**src/rtl/cc_miss_scheduler_if.sv**
```systemverilog
// Miss-scheduler bundle: miss request side, AXI AR channel, and monitored R channel.
interface cc_miss_scheduler_if;
  logic        miss_valid_i;
  logic [31:0] miss_addr_i;
  logic        miss_ready_o;
  logic        merge_o;
  logic [3:0]  mem_arid_o;
  logic [31:0] mem_araddr_o;
  logic [3:0]  mem_arlen_o;
  logic [2:0]  mem_arsize_o;
  logic [1:0]  mem_arburst_o;
  logic        mem_arvalid_o;
  logic        mem_arready_i;
  logic [3:0]  mem_rid_i;
  logic        mem_rlast_i;
  logic        mem_rvalid_i;
  logic        mem_rready_i;
  logic        fill_done_o;
  logic [3:0]  fill_id_o;
  logic [31:0] fill_addr_o;
  logic [4:0]  outstanding_o;
  logic        err_o;

  // Scheduler side
  modport slave (
    input  miss_valid_i, miss_addr_i, mem_arready_i,
           mem_rid_i, mem_rlast_i, mem_rvalid_i, mem_rready_i,
    output miss_ready_o, merge_o, mem_arid_o, mem_araddr_o, mem_arlen_o,
           mem_arsize_o, mem_arburst_o, mem_arvalid_o,
           fill_done_o, fill_id_o, fill_addr_o, outstanding_o, err_o
  );

  // Cache / memory side
  modport master (
    output miss_valid_i, miss_addr_i, mem_arready_i,
           mem_rid_i, mem_rlast_i, mem_rvalid_i, mem_rready_i,
    input  miss_ready_o, merge_o, mem_arid_o, mem_araddr_o, mem_arlen_o,
           mem_arsize_o, mem_arburst_o, mem_arvalid_o,
           fill_done_o, fill_id_o, fill_addr_o, outstanding_o, err_o
  );
endinterface

```
**src/rtl/cc_miss_scheduler.sv**
```systemverilog
// Miss-request scheduler: merges repeat misses to in-flight lines, allocates a
// tracking entry (entry index = AXI ID) per new line, issues one WRAP burst per
// line and reports line-fill completion after the last R beat.
module cc_miss_scheduler #(
  parameter int MAX_OUTSTANDING = 4,
  parameter int BURST_BEATS     = 8
) (
  input logic             clk,
  input logic             rst,
  cc_miss_scheduler_if.slave bus
);

  localparam int             CNT_W     = (BURST_BEATS > 1) ? $clog2(BURST_BEATS) : 1;
  localparam logic [CNT_W-1:0] LAST_BEAT = CNT_W'(BURST_BEATS - 1);
  localparam logic [4:0]     MAX_CNT   = 5'(MAX_OUTSTANDING);

  function automatic logic [4:0] count_valid(input logic [MAX_OUTSTANDING-1:0] v);
    logic [4:0] n;
    n = '0;
    for (int i = 0; i < MAX_OUTSTANDING; i++) n = n + 5'(v[i]);
    return n;
  endfunction

  // Tracking entries
  logic [MAX_OUTSTANDING-1:0] ent_vld;
  logic [25:0]                ent_line [MAX_OUTSTANDING];
  logic [CNT_W-1:0]           ent_cnt  [MAX_OUTSTANDING];

  // AR request register and registered outputs
  logic        ar_pending;
  logic [3:0]  ar_id_p1;
  logic [31:0] ar_addr_p1;
  logic        merge_p1;
  logic        fill_done_p1;
  logic [3:0]  fill_id_p1;
  logic [31:0] fill_addr_p1;
  logic        err_p1;

  logic [4:0]                 outstanding;
  logic                       miss_ready;
  logic                       accept;
  logic                       alloc;
  logic                       r_hs;
  logic                       bad_beat;
  logic [MAX_OUTSTANDING-1:0] beat_hit;
  logic [MAX_OUTSTANDING-1:0] retire;
  logic                       short_last;
  logic [25:0]                retire_line;
  logic                       match;
  logic [3:0]                 alloc_idx;
  logic                       free_found;
  logic                       addr_lsb_unused;

  assign outstanding     = count_valid(ent_vld);
  assign miss_ready      = !ar_pending && (outstanding < MAX_CNT);
  assign accept          = bus.miss_valid_i && miss_ready;
  assign r_hs            = bus.mem_rvalid_i && bus.mem_rready_i;
  assign bad_beat        = r_hs && !(|beat_hit);
  assign alloc           = accept && !match && free_found;
  assign addr_lsb_unused = ^bus.miss_addr_i[2:0];

  // Decode R beats, line match against surviving entries, lowest free entry
  always_comb begin
    beat_hit    = '0;
    retire      = '0;
    short_last  = 1'b0;
    retire_line = '0;
    match       = 1'b0;
    alloc_idx   = '0;
    free_found  = 1'b0;
    for (int i = 0; i < MAX_OUTSTANDING; i++) begin
      if (r_hs && ent_vld[i] && (bus.mem_rid_i == 4'(i))) begin
        beat_hit[i] = 1'b1;
        if (bus.mem_rlast_i) begin
          retire[i]   = 1'b1;
          retire_line = ent_line[i];
          if (ent_cnt[i] != LAST_BEAT) short_last = 1'b1;
        end
      end
    end
    for (int i = 0; i < MAX_OUTSTANDING; i++) begin
      if (ent_vld[i] && !retire[i] && (ent_line[i] == bus.miss_addr_i[31:6])) match = 1'b1;
    end
    // Free vector is taken before this cycle's retire, so a retiring entry is not eligible
    for (int i = MAX_OUTSTANDING - 1; i >= 0; i--) begin
      if (!ent_vld[i]) begin
        alloc_idx  = 4'(i);
        free_found = 1'b1;
      end
    end
  end

  // Entry valid bits: set on allocation, cleared on last beat or reset
  always_ff @(posedge clk) begin
    for (int i = 0; i < MAX_OUTSTANDING; i++) begin
      if (rst)                                  ent_vld[i] <= 1'b0;
      else if (alloc && (alloc_idx == 4'(i)))   ent_vld[i] <= 1'b1;
      else if (retire[i])                       ent_vld[i] <= 1'b0;
    end
  end

  // Entry payload: line captured on allocation, beat counter advanced per non-last beat
  always_ff @(posedge clk) begin
    for (int i = 0; i < MAX_OUTSTANDING; i++) begin
      if (alloc && (alloc_idx == 4'(i))) begin
        ent_line[i] <= bus.miss_addr_i[31:6];
        ent_cnt[i]  <= '0;
      end else if (beat_hit[i] && !bus.mem_rlast_i) begin
        ent_cnt[i]  <= ent_cnt[i] + 1'b1;
      end
    end
  end

  // AR register: loaded on allocation, held stable until the handshake
  always_ff @(posedge clk) begin
    if (rst) begin
      ar_pending <= 1'b0;
      ar_id_p1   <= '0;
      ar_addr_p1 <= '0;
    end else if (alloc) begin
      ar_pending <= 1'b1;
      ar_id_p1   <= alloc_idx;
      ar_addr_p1 <= {bus.miss_addr_i[31:3], 3'b000};
    end else if (ar_pending && bus.mem_arready_i) begin
      ar_pending <= 1'b0;
    end
  end

  // Stage 1: merge / fill-done pulses and the sticky protocol error
  always_ff @(posedge clk) begin
    if (rst) begin
      merge_p1     <= 1'b0;
      fill_done_p1 <= 1'b0;
      fill_id_p1   <= '0;
      fill_addr_p1 <= '0;
      err_p1       <= 1'b0;
    end else begin
      merge_p1     <= accept && match;
      fill_done_p1 <= |retire;
      if (|retire) begin
        fill_id_p1   <= bus.mem_rid_i;
        fill_addr_p1 <= {retire_line, 6'b0};
      end
      err_p1 <= err_p1 | bad_beat | short_last;
    end
  end

  assign bus.miss_ready_o  = miss_ready;
  assign bus.merge_o       = merge_p1;
  assign bus.mem_arid_o    = ar_id_p1;
  assign bus.mem_araddr_o  = ar_addr_p1;
  assign bus.mem_arlen_o   = 4'(BURST_BEATS - 1);
  assign bus.mem_arsize_o  = 3'b011;
  assign bus.mem_arburst_o = 2'b10;
  assign bus.mem_arvalid_o = ar_pending;
  assign bus.fill_done_o   = fill_done_p1;
  assign bus.fill_id_o     = fill_id_p1;
  assign bus.fill_addr_o   = fill_addr_p1;
  assign bus.outstanding_o = outstanding;
  assign bus.err_o         = err_p1;

endmodule

```
**src/flat_wrapper.sv**
```systemverilog
// flat-port wrapper written by rule: the top's interface ports become plain ports
module cc_miss_scheduler_flat 
#(
  parameter int MAX_OUTSTANDING = 4,
  parameter int BURST_BEATS     = 8
)
  (clk, rst, bus_miss_valid_i, bus_miss_addr_i, bus_mem_arready_i, bus_mem_rid_i, bus_mem_rlast_i, bus_mem_rvalid_i, bus_mem_rready_i, bus_miss_ready_o, bus_merge_o, bus_mem_arid_o, bus_mem_araddr_o, bus_mem_arlen_o, bus_mem_arsize_o, bus_mem_arburst_o, bus_mem_arvalid_o, bus_fill_done_o, bus_fill_id_o, bus_fill_addr_o, bus_outstanding_o, bus_err_o);
  cc_miss_scheduler_if bus_i ();
  input logic clk;
  input logic rst;
  input wire logic [$bits(bus_i.miss_valid_i)-1:0] bus_miss_valid_i;
  input wire logic [$bits(bus_i.miss_addr_i)-1:0] bus_miss_addr_i;
  input wire logic [$bits(bus_i.mem_arready_i)-1:0] bus_mem_arready_i;
  input wire logic [$bits(bus_i.mem_rid_i)-1:0] bus_mem_rid_i;
  input wire logic [$bits(bus_i.mem_rlast_i)-1:0] bus_mem_rlast_i;
  input wire logic [$bits(bus_i.mem_rvalid_i)-1:0] bus_mem_rvalid_i;
  input wire logic [$bits(bus_i.mem_rready_i)-1:0] bus_mem_rready_i;
  output wire logic [$bits(bus_i.miss_ready_o)-1:0] bus_miss_ready_o;
  output wire logic [$bits(bus_i.merge_o)-1:0] bus_merge_o;
  output wire logic [$bits(bus_i.mem_arid_o)-1:0] bus_mem_arid_o;
  output wire logic [$bits(bus_i.mem_araddr_o)-1:0] bus_mem_araddr_o;
  output wire logic [$bits(bus_i.mem_arlen_o)-1:0] bus_mem_arlen_o;
  output wire logic [$bits(bus_i.mem_arsize_o)-1:0] bus_mem_arsize_o;
  output wire logic [$bits(bus_i.mem_arburst_o)-1:0] bus_mem_arburst_o;
  output wire logic [$bits(bus_i.mem_arvalid_o)-1:0] bus_mem_arvalid_o;
  output wire logic [$bits(bus_i.fill_done_o)-1:0] bus_fill_done_o;
  output wire logic [$bits(bus_i.fill_id_o)-1:0] bus_fill_id_o;
  output wire logic [$bits(bus_i.fill_addr_o)-1:0] bus_fill_addr_o;
  output wire logic [$bits(bus_i.outstanding_o)-1:0] bus_outstanding_o;
  output wire logic [$bits(bus_i.err_o)-1:0] bus_err_o;
  assign bus_i.miss_valid_i = bus_miss_valid_i;
  assign bus_i.miss_addr_i = bus_miss_addr_i;
  assign bus_i.mem_arready_i = bus_mem_arready_i;
  assign bus_i.mem_rid_i = bus_mem_rid_i;
  assign bus_i.mem_rlast_i = bus_mem_rlast_i;
  assign bus_i.mem_rvalid_i = bus_mem_rvalid_i;
  assign bus_i.mem_rready_i = bus_mem_rready_i;
  assign bus_miss_ready_o = bus_i.miss_ready_o;
  assign bus_merge_o = bus_i.merge_o;
  assign bus_mem_arid_o = bus_i.mem_arid_o;
  assign bus_mem_araddr_o = bus_i.mem_araddr_o;
  assign bus_mem_arlen_o = bus_i.mem_arlen_o;
  assign bus_mem_arsize_o = bus_i.mem_arsize_o;
  assign bus_mem_arburst_o = bus_i.mem_arburst_o;
  assign bus_mem_arvalid_o = bus_i.mem_arvalid_o;
  assign bus_fill_done_o = bus_i.fill_done_o;
  assign bus_fill_id_o = bus_i.fill_id_o;
  assign bus_fill_addr_o = bus_i.fill_addr_o;
  assign bus_outstanding_o = bus_i.outstanding_o;
  assign bus_err_o = bus_i.err_o;
  cc_miss_scheduler #(.MAX_OUTSTANDING(MAX_OUTSTANDING), .BURST_BEATS(BURST_BEATS)) u_core (.clk(clk), .rst(rst), .bus(bus_i));
endmodule
```
**config.mk**
```make
export PLATFORM = sky130hd
export DESIGN_NAME = cc_miss_scheduler_flat
export DESIGN_NICKNAME = d
export VERILOG_FILES = /design/src/rtl/cc_miss_scheduler_if.sv /design/src/rtl/cc_miss_scheduler.sv /design/src/flat_wrapper.sv
export SDC_FILE = /design/constraint.sdc
export NUM_CORES = 1
export LEC_CHECK = 0
export ABC_AREA = 1
export CAP_MARGIN = 0
export CORE_UTILIZATION = 45
export CTS_BUF_LIST = sky130_fd_sc_hd__clkbuf_8
export CTS_CLUSTER_SIZE = 40
export DETAILED_ROUTE_END_ITERATION = 12
export PLACE_DENSITY_LB_ADDON = 0.12
export SYNTH_ARGS = -nofsm -noshare
export SYNTH_HDL_FRONTEND = slang
export SYNTH_SLANG_ARGS = --single-unit
```
**constraint.sdc**
```tcl
create_clock -name clk -period 4.3 [get_ports clk]
set_input_delay 0.86 -clock clk [delete_from_list [all_inputs] [get_ports clk]]
set_output_delay 0.86 -clock clk [all_outputs]
set_load 0.02 [all_outputs]
```
## After elaboration in Yosys (flattened, before gate mapping)

Memory sizes are Yosys's and may differ from the RTL's.
Index checks and enable logic that the tools add are counted.

- Register bits after elaboration: 71
- Latch bits: 0
- Memory bits (writable): 116
- ROM bits: 0
- Input port bits: 43
- Logic and storage cells: 178
- Memories kept: 2

- Add/sub/neg operators: 7
- Multipliers: 0
- Div/mod/pow operators: 0
- Magnitude comparators: 1
- Equality and inequality tests: 14
- Shift-type cells: 0
- Mux-type cells: 84
- Bitwise gates (word level): 6
- Reduce and logical (&&, ||, !) cells: 52

Memories:

| name | depth | bits a word | read ports | clocked after Yosys merged registers in | write ports | RTL line | source |
|---|---|---|---|---|---|---|---|
| u_core.ent_line | 4 | 26 | 4 | 0 | 1 | cc_miss_scheduler.sv:26 | `logic [25:0] ent_line [MAX_OUTSTANDING];` |
| u_core.ent_cnt | 4 | 3 | 4 | 0 | 4 | cc_miss_scheduler.sv:27 | `logic [CNT_W-1:0] ent_cnt [MAX_OUTSTANDING];` |

Operators with widths:

| kind | number |
|---|---|
| 26-bit two-way mux | 11 |
| 26-bit equality test | 4 |
| 26-bit OR reduction | 3 |
| 1-bit two-way mux | 62 |
| 1-bit logical AND | 32 |
| 2-bit two-way mux | 7 |
| 3-bit by 1-bit adder with 3-bit output, second input constant | 4 |
| 3-bit two-way mux | 4 |
| 3-bit inequality test, second input constant | 4 |
| 5-bit by 1-bit adder with 5-bit output | 2 |
| 2-bit nonzero test | 5 |
| 4-bit by 2-bit equality test with 1-bit output, second input constant | 2 |
| 1-bit zero test | 8 |
| 4-bit zero test | 2 |
| 4-bit OR reduction | 2 |
| 1-bit bitwise OR | 6 |
| 5-bit by 3-bit < comparator with 1-bit output, second input constant | 1 |
| 2-bit equality test, second input constant | 2 |
| 4-bit by 1-bit equality test with 1-bit output, second input constant | 1 |
| 1-bit by 1-bit adder with 2-bit output | 1 |
| 2-bit by 1-bit equality test with 1-bit output, second input constant | 1 |

## Depth between registers and ports, before layout

- Depth in word-level cells: 21
- Depth in mapped cells: 15
- Mapped depth without buffers: 14

## Worst setup path after synthesis

No wires, ideal clock.

- Path kind: flip-flop to flip-flop
- Start: register u_core.ent_vld[1]
- End: memory u_core.ent_line[1][0], enable pin
- Setup time: 0.381 ns
- Arrival time: 3.109 ns
- Setup slack: 0.810 ns
- Stages on the path, launching flop included: 11
- Buffers on the path: 0
- Period minus slack after synthesis: 3.490 ns
- Cells stage by stage: dfxtp_1 inv_1 ha_1 inv_1 fa_1 ha_1 nor2_1 nand2_1 a31oi_1 nand3_1 inv_1

- Elaborated cells on any way between the ends: 47

RTL lines:

| what | RTL line | source |
|---|---|---|
| start: declaration | cc_miss_scheduler.sv:25 | `logic [MAX_OUTSTANDING-1:0] ent_vld;` |
| start signal: indexed assignment | cc_miss_scheduler.sv:96 | `if (rst) ent_vld[i] <= 1'b0;` |
| start signal: indexed assignment | cc_miss_scheduler.sv:97 | `else if (alloc && (alloc_idx == 4'(i))) ent_vld[i] <= 1'b1;` |
| start signal: indexed assignment | cc_miss_scheduler.sv:98 | `else if (retire[i]) ent_vld[i] <= 1'b0;` |
| 1-bit by 1-bit adder with 2-bit output (*) | cc_miss_scheduler.sv:20 | `for (int i = 0; i < MAX_OUTSTANDING; i++) n = n + 5'(v[i]);` |
| 5-bit by 1-bit adder with 5-bit output (*) (2 in series) | cc_miss_scheduler.sv:20 |  |
| named net bus_outstanding_o[2] | flat_wrapper.sv:29 | `output wire logic [$bits(bus_i.outstanding_o)-1:0] bus_outstanding_o;` |
| 5-bit by 3-bit < comparator with 1-bit output (*) | cc_miss_scheduler.sv:55 | `assign miss_ready = !ar_pending && (outstanding < MAX_CNT);` |
| 1-bit logical AND (*) | cc_miss_scheduler.sv:55 |  |
| named net bus_miss_ready_o | flat_wrapper.sv:18 | `output wire logic [$bits(bus_i.miss_ready_o)-1:0] bus_miss_ready_o;` |
| 1-bit logical AND (*) | cc_miss_scheduler.sv:56 | `assign accept = bus.miss_valid_i && miss_ready;` |
| 1-bit logical AND (*) (2 in series) | cc_miss_scheduler.sv:59 | `assign alloc = accept && !match && free_found;` |
| 1-bit logical AND | cc_miss_scheduler.sv:105 | `if (alloc && (alloc_idx == 4'(i))) begin` |
| 1-bit two-way mux | cc_miss_scheduler.sv:105 |  |
| 1-bit two-way mux (not written as such) | cc_miss_scheduler.sv:106 | `ent_line[i] <= bus.miss_addr_i[31:6];` |
| 26-bit OR reduction (no source line) | - |  |
| 2-bit two-way mux (no source line) or 1-bit two-way mux (tied branches) (3 in series) | - |  |
| end: declaration | cc_miss_scheduler.sv:26 |  |

The timed path passes the listed nets; every way through them passes the cells marked *.

## Final worst setup path

- Start: register u_core.ent_vld[1]
- End: output bus_miss_ready_o

- Word-level cells in the longest chain between the ends: 5

Ends and longest elaborated chain:

| what | RTL line |
|---|---|
| 1-bit by 1-bit adder with 2-bit output | cc_miss_scheduler.sv:20 |
| 5-bit by 1-bit adder with 5-bit output (2 in series) | cc_miss_scheduler.sv:20 |
| 5-bit by 3-bit < comparator with 1-bit output | cc_miss_scheduler.sv:55 |
| 1-bit logical AND | cc_miss_scheduler.sv:55 |
| end: declaration | flat_wrapper.sv:18 |

No other way between the ends.

==> results.json <==
{
  "drive_above_1_share": 0.0508,
  "async_reset_ff_frac": 0,
  "synth_flop_cell": "edfxtp_1",
  "drc_errors": 0,
  "synth_edf_count": 116,
  "startpoint_type": "flop",
  "dp_slack_ns": 0.655,
  "die_area_mm2": 0.0222,
  "outcome": "complete, no violations",
  "synthCells": 1193,
  "crit_type": "flop to output port",
  "ir_drop_mv": 0.177,
  "grt_use_total": 0.298,
  "wl_um": 32100,
  "h-tree-depth": 4,
  "rows": 53,
  "fin_ws_ns": 0.669,
  "clockRootBuffer": "clkbuf_8",
  "final_cells": 1575,
  "drv_slew": 0,
  "hold_violations": 0,
  "first_iter_violations": 800,
  "antennaDiodeCount": 0,
  "initial_utilization": 0.462,
  "grt_setup_unrepaired": "false",
  "avgSynthCellArea_um2": 8.16,
  "p_total_mw": 3.65,
  "yosysWarnings": 0,
  "areaGrowthSynthToFinish_pct": 17.4,
  "slew_headroom": 0.374,
  "wire_per_inst_um": 20.4,
  "skew_ns": 0.0202,
  "postCtsSetupBuffers": 0,
  "globalRouteOverflowTotal": 0,
  "layout_commonest_cell": "nand2_1",
  "power.density_mw_per_mm2": 320,
  "core_mm2": 0.0211,
  "fin_nets": 1342,
  "finalSetupTns_ns": 0,
  "crit_path_end_kind": "output port",
  "antenna_found_initial": 0,
  "cp.arrival_ns": 2.77,
  "dp_cells": 1543,
  "hold_depth": 2,
  "via_count": 8396,
  "io_buffers": 108,
  "ys_ff_latch": 185,
  "cts.sinks": 185,
  "period_share": 0.845,
  "syn_area_mm2": 0.00973,
  "hp-class": "flop to flop",
  "final_area_mm2": 0.0114,
  "cts-buffers-inserted": 17,
  "postCtsResizedCells": 0,
  "io-pin-count": 134,
  "grt_max_degree": 56,
  "ys_seq_area_frac": 0.500,
  "clk_latency_ns": 0.50,
  "die_h_um": 149,
  "dr.pass1.iters": 5,
  "setup-violations-final": 0,
  "worstPathRequired_ns": 3.44,
  "routabilityCongestion": 0.994,
  "leakagePower_nw": 4.72,
  "final_cell_mix": "nand2_1, inv_1, edfxtp_1",
  "synth_cell_types": 43,
  "cp_max_fo": 7,
  "cts.clk_slew.worst_paths_ns": 0.11,
  "r2r_cells": 11,
  "place_area_mm2": 0.0110,
  "grt_pass1_vias": 7771,
  "worst_slew_pin_slew_ns": 0.938,
  "finalWorstPathRequiredPeriod_ns": 3.63,
  "die_w_um": 149,
  "ant_nets": 0,
  "grt_pass1_wl_um": 47500,
  "clk_path_buf_depth": 2,
  "tritoncts": "built",
  "routed_via_density": 5.33,
  "cts_hold_buf": 0,
  "fmax_mhz": 275,
  "hpwl_um": 22900,
  "drv_cap": 0
}
==> metrics by stage <==
| stage | hold WS [ns] | util |
|---|---|---|
| 5_1_grt | 0.461 | 0.542 |
| 4_1_cts | 0.446 | 0.542 |
| 3_5_place_dp | 0.427 | 0.523 |
| 6_report | 0.443 | 0.542 |
| 2_1_floorplan | 0.515 | - |
| 3_3_place_gp | 0.427 | 0.523 |
==> per-layer routing <==
layer  part of all wire  global-route usage  up-vias
met5                  0                   0        -
met4              0.021               0.104        0
met3              0.076              0.0514       38
met2               0.46               0.475      364
met1               0.44               0.407     3939
li1                   -                   -     4055
==> power breakdown <==
group          switching, mW  internal, mW
Clock                  0.732         0.461
Sequential            0.0338          1.94
Combinational          0.318         0.168
Total                   1.08          2.57
==> cells in the mapped netlist (2+ instances only) <==
| cell | number | share of area |
|---|---|---|
| nand2_1 | 336 | 0.13 |
| inv_1 | 130 | 0.050 |
| edfxtp_1 | 116 | 0.36 |
| nor2_1 | 115 | 0.044 |
| a21oi_1 | 73 | 0.038 |
| dfxtp_1 | 69 | 0.14 |
| nand3_1 | 66 | 0.034 |
| o21ai_0 | 42 | 0.022 |
| xnor2_1 | 38 | 0.034 |
| buf_4 | 23 | 0.018 |
| clkbuf_1 | 23 | 0.0089 |
| buf_2 | 19 | 0.0098 |
| o211ai_1 | 19 | 0.015 |
| nand4_1 | 18 | 0.012 |
| xor2_1 | 16 | 0.014 |
| o221ai_1 | 13 | 0.012 |
| ha_1 | 11 | 0.014 |
| and2_1 | 8 | 0.0051 |
| nor3_1 | 8 | 0.0041 |
| a31oi_1 | 7 | 0.0045 |
| clkbuf_2 | 5 | 0.0026 |
| o22ai_1 | 5 | 0.0032 |
| buf_6 | 3 | 0.0035 |
| nor2_4 | 3 | 0.0035 |
| o2111ai_1 | 3 | 0.0027 |
| buf_1 | 2 | 0.00077 |
| clkinv_1 | 2 | 0.00077 |
| conb_1 | 2 | 0.00077 |
| nand2_2 | 2 | 0.0013 |
| nand3b_1 | 2 | 0.0015 |
| or2_2 | 2 | 0.0013 |
==> cells by family after synthesis <==
logic type                 after synthesis  synth area share
and+or+nand+nor                        564             0.239
buffers and inverters                  208            0.0945
DFF                                    185             0.500
other                                    2          0.000771
adders and majority gates               12            0.0162
AOI/OAI and AO/OA                      168             0.101
xor gates and xnor gates                54            0.0486
==> worst max-delay path: stages, from the launching register on <==
cell             delay, ns
dfxtp_1               0.52
inv_1                 0.10
ha_1                  0.29
inv_1                 0.05
fa_1                  0.36
ha_1                  0.22
nor2_1                0.12
clkdlybuf4s50_1       0.61
==> area by class of cell <==
class / count / area, um^2
flip-flops and latches: 185 / 4860
fillers: 2052 / 9660
well taps: 275 / 344
clock inverters: 13 / 123
clock buffers: 19 / 262
inverters: 133 / 499
repair buffers: 130 / 1290
multi-input cells: 820 / 4040
==> registers in the layout (all words and copies together) (netlist names), 2 cells and up <==
| signal | count |
|---|---|
| u_core.ent_line | 104 |
| u_core.bus.mem_araddr_o | 29 |
| u_core.bus.mem_arid_o | 2 |
| u_core.bus.fill_id_o | 4 |
| u_core.ent_cnt | 12 |
| u_core.bus.fill_addr_o | 26 |
| u_core.ent_vld | 4 |
==> worst paths after layout <==
check | startpoint | to | slack, ns
worst min-delay path | u_core.bus.fill_id_o[3] | u_core.bus.fill_id_o[3] | 0.44
worst max-delay path | u_core.ent_vld[1] | bus_miss_ready_o | 0.67
worst max register to register | u_core.ent_vld[1] | u_core.ent_line[0][18] | 0.93
worst min register to register | u_core.bus.fill_id_o[3] | u_core.bus.fill_id_o[3] | 0.44
(Power assumes the default switching activity.)
